**src/rtl/riscv_hazard_ctrl.sv**
```systemverilog
// rtl/riscv_hazard_ctrl.sv - hazard/forwarding controller with shadow EX/MEM/WB tags
// Optional performance counters are built only when HAZARD_PERF_CNT_EN is defined.
module riscv_hazard_ctrl #(
  parameter int REG_ADDR_W = 5,
  parameter int CNT_W      = 32
) (
  input  logic                  clk,
  input  logic                  rst,
  input  logic                  id_valid,
  input  logic [REG_ADDR_W-1:0] id_rs1_addr,
  input  logic [REG_ADDR_W-1:0] id_rs2_addr,
  input  logic                  id_rs1_used,
  input  logic                  id_rs2_used,
  input  logic [REG_ADDR_W-1:0] id_rd_addr,
  input  logic                  id_regwrite,
  input  logic                  id_memread,
  input  logic                  branch_taken,
  input  logic                  mem_busy,
  output logic                  stall_if,
  output logic                  stall_id_ex,
  output logic                  freeze,
  output logic                  flush_if_id,
  output logic                  flush_id_ex,
  output logic [1:0]            fwd_rs1_sel,
  output logic [1:0]            fwd_rs2_sel,
  output logic [CNT_W-1:0]      perf_loaduse_cnt,
  output logic [CNT_W-1:0]      perf_freeze_cnt,
  output logic [CNT_W-1:0]      perf_flush_cnt
);

  typedef enum logic [1:0] {
    MODE_ADVANCE,
    MODE_LOAD_USE,
    MODE_FLUSH,
    MODE_FREEZE
  } mode_t;

  logic                  ex_valid, ex_regwrite, ex_memread, ex_rs1_used, ex_rs2_used;
  logic [REG_ADDR_W-1:0] ex_rd, ex_rs1, ex_rs2;
  logic                  mem_valid, mem_regwrite;
  logic [REG_ADDR_W-1:0] mem_rd;
  logic                  wb_valid, wb_regwrite;
  logic [REG_ADDR_W-1:0] wb_rd;

  logic  load_use;
  logic  mem_wr_ok, wb_wr_ok;
  mode_t mode;

  assign load_use = ex_valid && ex_memread && (ex_rd != '0) && id_valid &&
                    ((id_rs1_used && (id_rs1_addr == ex_rd)) ||
                     (id_rs2_used && (id_rs2_addr == ex_rd)));

  assign mem_wr_ok = mem_valid && mem_regwrite && (mem_rd != '0);
  assign wb_wr_ok  = wb_valid && wb_regwrite && (wb_rd != '0);

  always_comb begin
    mode = MODE_ADVANCE;
    if (mem_busy)          mode = MODE_FREEZE;
    else if (branch_taken) mode = MODE_FLUSH;
    else if (load_use)     mode = MODE_LOAD_USE;
  end

  always_comb begin
    stall_if    = 1'b0;
    stall_id_ex = 1'b0;
    freeze      = 1'b0;
    flush_if_id = 1'b0;
    flush_id_ex = 1'b0;
    if (!rst) begin
      case (mode)
        MODE_FREEZE: begin
          freeze      = 1'b1;
          stall_if    = 1'b1;
          stall_id_ex = 1'b1;
        end
        MODE_FLUSH: begin
          flush_if_id = 1'b1;
          flush_id_ex = 1'b1;
        end
        MODE_LOAD_USE: begin
          stall_if    = 1'b1;
          flush_id_ex = 1'b1;
        end
        default: ;
      endcase
    end
  end

  // MEM is the younger producer, so it wins over WB
  always_comb begin
    fwd_rs1_sel = 2'd0;
    fwd_rs2_sel = 2'd0;
    if (!rst && ex_valid) begin
      if (ex_rs1_used) begin
        if (mem_wr_ok && (mem_rd == ex_rs1))     fwd_rs1_sel = 2'd1;
        else if (wb_wr_ok && (wb_rd == ex_rs1))  fwd_rs1_sel = 2'd2;
      end
      if (ex_rs2_used) begin
        if (mem_wr_ok && (mem_rd == ex_rs2))     fwd_rs2_sel = 2'd1;
        else if (wb_wr_ok && (wb_rd == ex_rs2))  fwd_rs2_sel = 2'd2;
      end
    end
  end

  always_ff @(posedge clk) begin
    if (rst) begin
      ex_valid     <= 1'b0;
      ex_regwrite  <= 1'b0;
      ex_memread   <= 1'b0;
      ex_rs1_used  <= 1'b0;
      ex_rs2_used  <= 1'b0;
      ex_rd        <= '0;
      ex_rs1       <= '0;
      ex_rs2       <= '0;
      mem_valid    <= 1'b0;
      mem_regwrite <= 1'b0;
      mem_rd       <= '0;
      wb_valid     <= 1'b0;
      wb_regwrite  <= 1'b0;
      wb_rd        <= '0;
    end else if (mode != MODE_FREEZE) begin
      wb_valid     <= mem_valid;
      wb_regwrite  <= mem_regwrite;
      wb_rd        <= mem_rd;
      mem_valid    <= ex_valid;
      mem_regwrite <= ex_regwrite;
      mem_rd       <= ex_rd;
      if (mode == MODE_ADVANCE) begin
        ex_valid    <= id_valid;
        ex_regwrite <= id_regwrite;
        ex_memread  <= id_memread;
        ex_rs1_used <= id_rs1_used;
        ex_rs2_used <= id_rs2_used;
        ex_rd       <= id_rd_addr;
        ex_rs1      <= id_rs1_addr;
        ex_rs2      <= id_rs2_addr;
      end else begin
        ex_valid    <= 1'b0;
        ex_regwrite <= 1'b0;
        ex_memread  <= 1'b0;
      end
    end
  end

`ifdef HAZARD_PERF_CNT_EN
  logic [CNT_W-1:0] loaduse_cnt, freeze_cnt, flush_cnt;

  // Counters saturate at all-ones rather than wrapping
  always_ff @(posedge clk) begin
    if (rst) begin
      loaduse_cnt <= '0;
      freeze_cnt  <= '0;
      flush_cnt   <= '0;
    end else begin
      if (mode == MODE_LOAD_USE && loaduse_cnt != '1) loaduse_cnt <= loaduse_cnt + CNT_W'(1);
      if (mode == MODE_FREEZE && freeze_cnt != '1)    freeze_cnt  <= freeze_cnt + CNT_W'(1);
      if (mode == MODE_FLUSH && flush_cnt != '1)      flush_cnt   <= flush_cnt + CNT_W'(1);
    end
  end

  assign perf_loaduse_cnt = loaduse_cnt;
  assign perf_freeze_cnt  = freeze_cnt;
  assign perf_flush_cnt   = flush_cnt;
`else
  assign perf_loaduse_cnt = '0;
  assign perf_freeze_cnt  = '0;
  assign perf_flush_cnt   = '0;
`endif

endmodule

```
**config.mk**
```make
export PLATFORM = sky130hd
export DESIGN_NAME = riscv_hazard_ctrl
export DESIGN_NICKNAME = d
export VERILOG_FILES = /design/src/rtl/riscv_hazard_ctrl.sv
export SDC_FILE = /design/constraint.sdc
export NUM_CORES = 1
export LEC_CHECK = 0
export ABC_AREA = 1
export ABC_CLOCK_PERIOD_IN_PS = 2170
export CORE_MARGIN = 2
export CORE_UTILIZATION = 40
export DETAILED_ROUTE_END_ITERATION = 12
export HOLD_SLACK_MARGIN = 0.06
export PLACE_DENSITY = 0.92
export SKIP_CTS_REPAIR_TIMING = 1
export SYNTH_ARGS = -nofsm -noshare
export SYNTH_HDL_FRONTEND = slang
export SYNTH_SLANG_ARGS = --single-unit
```
**constraint.sdc**
```tcl
create_clock -name clk -period 2.17 [get_ports clk]
set_input_delay 0.651 -clock clk [delete_from_list [all_inputs] [get_ports clk]]
set_output_delay 0.651 -clock clk [all_outputs]
set_load 0.01 [all_outputs]
```
==> impl_results.md <==
- Mapped Area: between 0.002 and 0.0025 mm²
- Pre-antenna DRT Iters: 4
- Dpl ws: -1.014 ns
- Via density: approximately 4.4
- Final hold vios: 0
- Sequential-to-total area share from yosys stat: ~27%
- Die Y: ~83 µm
- IO Port Bufs: 32
- Slew Limit Fails: 0
- CP Launch Type: input port
- Top Ports: roughly 130
- GRT Util Overall: 15.09%
- NetSw: around 0.5 mW
- Adder-cell share of the synthesized area: under 10%
- Crit path time final: approximately 2.4 ns
- Clock-pin slew on the worst setup and hold paths: approximately 0.070 ns
- Final core occ: ~50%
- Yosys warns: 0
- Reg2Reg Depth: 13
- Peak supply drop: between 0.3 and 0.4 mV
- GP Congestion: around 1.0
- Commonest non-fill, non-tap cells in the layout: conb_1, nor2_1, nand2_1
- Fraction of final layout cells sized beyond drive strength 1: between 20% and 30%
- Netlist cell types: 21
- CTS root buf: clkbuf_8
- Layout Area Growth over Synthesis: 18.85%
- Post-Syn Area per Cell: ~7 µm²
- N_diodes: 0
- Seq pwr share: 44.8%
- Comb pwr share: roughly 24%
- Sink Count: 34
- XOR/XNOR Fraction of Synth Area: between 7 and 8%
- Count of mapped cells out of synthesis: 355
- # setup viols final: 2
- Hold Crit Depth: 2
- Clock skew: roughly 0.0018 ns
- Setup WS post-layout: -0.2679 ns
- Core footprint: about 0.0060 mm²
- Flop-to-flop setup slack: about 0.21 ns
- Post-route insts no fill: 496
- Min-delay src: ex_memread
- RR Endpoint: ex_rd[2]
- Failing checks: setup timing
- Switching Fraction: 31.75%
- Cell-internal power: approximately 1.1 mW
- Rows: 28
- Num CTS Buffers: 5
- Largest fanout on the critical path: 2
- DRT Wirelength: ~5600 µm
- Pwr per Cell Area: between 500 and 600 mW/mm²
- WL/cell: 11.34 µm
- Static Leak: 1.659 nW
- CP required: between 1.5 and 2 ns
- Unrepaired setup endpoints after global routing: true
- Fill count: around 550
- Critical path type: input port to primary output
- Layout Nets: approximately 450
- Clk Latency, worst-skew pair: ~0.28 ns
- Simple-Gate Fraction of Synth Area: between 10% and 20%
- Global route overflow: 0
- Hold Path End: ex_memread
- Commonest non-fill, non-tap cell in the layout: conb_1
- Die area: approximately 0.007 mm²
- Vias: 2,173
- CTS tree: built
- ANT nets after route: 0
- Initial DRC Count: approximately 120
- Status: finished, violations left
- Number of global-route vias before repair: 1,886
- Initial antenna violation count: 0
- Area occupied by multi-input gates: roughly 0.0014 mm²
- Type of destination of the critical path: primary output
- DP Cell Count: between 400 and 500
- Largest net degree at the start of global routing: 23
- H-tree lvl count: 2
- Largest family of logic cells by synthesized area: buffers and inverters
- Post-synthesis mux area share: 0%
- Synth Area in Compound Gates: between 10% and 20%
- Synth Register Bits: 34
- Max Cap Viol: 0
- Fmax: about 400 MHz
- Register area: around 700 µm²
- Crit share post-route: 112.3%
- Reg2reg start: ex_rd[4]
- Die Width: slightly above 80 µm
- Initial core utilization: a little over two fifths
- Drc violations: 0
- Dpl hpwl: 4354 µm
- Worst hold path type: flop to flop
- CP arrival: ~1.8 ns
- First-pass GRT wire length: around 8600 µm
- Clk pwr share: a little under a third
- CTS max path bufs: 2
-- worst max-delay path, cell delays in order --
cell     delay (ns)
buf_6          0.09
inv_2          0.05
nand2_1        0.05
nand2_1        0.09
nor2_2         0.05
nand3_1        0.08
nand2_1        0.06
nand2_2        0.11
nand2_4        0.07
ha_4           0.26
inv_2          0.03
nor2_2         0.08
buf_2          0.12
-- through the flow --
stage | TNS, ns | hold WS (ns) | power (mW) | cell area (µm²)
floorplan | 0 | 0.4309 | 1.054 | 2848
global placement | -17.01 | 0.4476 | 1.051 | 2748
detailed placement | -18.91 | 0.4518 | 1.069 | 2748
CTS | -9.641 | 0.4618 | 1.547 | 2839
global route | -0.5501 | 0.4810 | 1.641 | 2958
finish | -0.4127 | 0.4622 | 1.573 | 2958
-- metal layers --
layer  GRT usage (%)  vias up  wire length [µm]
li1                -     1054                 -
met1           16.53      975              2095
met2           28.81      133              3000
met3           3.280       11               422
met4           4.322        0               106
met5               0        -                 0
-- layout make-up --
| type | instances | share of cell area [%] |
|---|---|---|
| sequential | 34 | 23.60 |
| timing repair buffer | 68 | 20.60 |
| clock buffer | 7 | 2.919 |
| tap | 75 | 3.173 |
| inverter | 28 | 3.723 |
| clock inverter | 1 | 0.1692 |
| multi-input combinational | 283 | 45.81 |
-- worst max path at each step --
stage	slack, ns	to	depth (start not counted)	from
floorplan	0.01	flush_id_ex	11	id_rs2_addr[4]
global placement	-1.0	flush_id_ex	13	id_rs2_addr[1]
detailed placement	-1.01	flush_id_ex	13	id_rs1_addr[1]
CTS	-1.03	flush_id_ex	13	id_rs1_addr[1]
global route	-0.34	flush_id_ex	13	id_rs2_addr[2]
finish	-0.27	flush_id_ex	13	id_rs2_addr[2]
-- Yosys cell counts --
| cell type | number | area, µm² |
|---|---|---|
| xnor2_1 | 8 | 70.07 |
| a21oi_1 | 22 | 110.1 |
| inv_1 | 21 | 78.83 |
| buf_2 | 5 | 25.02 |
| a22oi_1 | 1 | 7.510 |
| conb_1 | 1 | 3.750 |
| nor2_2 | 2 | 12.51 |
| dfxtp_1 | 34 | 680.7 |
| o21ai_0 | 31 | 155.2 |
| xor2_1 | 12 | 105.1 |
| a21oi_2 | 1 | 8.760 |
| nand3_1 | 12 | 60.06 |
| nand2_2 | 2 | 12.51 |
| nor3_1 | 3 | 15.01 |
| nand2_1 | 40 | 150.1 |
| clkbuf_1 | 3 | 11.26 |
| nor2_1 | 49 | 183.9 |
| buf_4 | 97 | 728.2 |
| ha_1 | 3 | 37.54 |
| nand4_1 | 1 | 6.260 |
| inv_2 | 7 | 26.28 |
-- cell families (layout without fill, tap and decap cells) --
| group | after synthesis | after routing |
|---|---|---|
| other | 1 | 96 |
| adder cells (fa/ha/maj) | 3 | 3 |
| AO/OA/AOI/OAI | 55 | 55 |
| buffers and inverters | 133 | 104 |
| flip-flops | 34 | 34 |
| AND/OR/NAND/NOR | 109 | 109 |
| XOR/XNOR | 20 | 20 |
-- power groups by stage --
stage,sequential (mW),combinational (mW),clock (mW)
after floorplan,0.702,0.352,0
after global placement,0.710,0.341,0
after detailed placement,0.713,0.356,0
after CTS,0.699,0.359,0.489
after global routing,0.708,0.418,0.515
final,0.704,0.384,0.484
-- registers in the layout, summed over array words and instances (netlist names) --
| register | count |
|---|---|
| mem_valid | 1 |
| ex_rs1 | 5 |
| wb_rd | 5 |
| ex_rd | 5 |
| mem_regwrite | 1 |
| mem_rd | 5 |
| ex_rs1_used | 1 |
| wb_valid | 1 |
| ex_regwrite | 1 |
| ex_rs2 | 5 |
| ex_memread | 1 |
| ex_valid | 1 |
| ex_rs2_used | 1 |
| wb_regwrite | 1 |
Power figures use the tool's default switching activity.
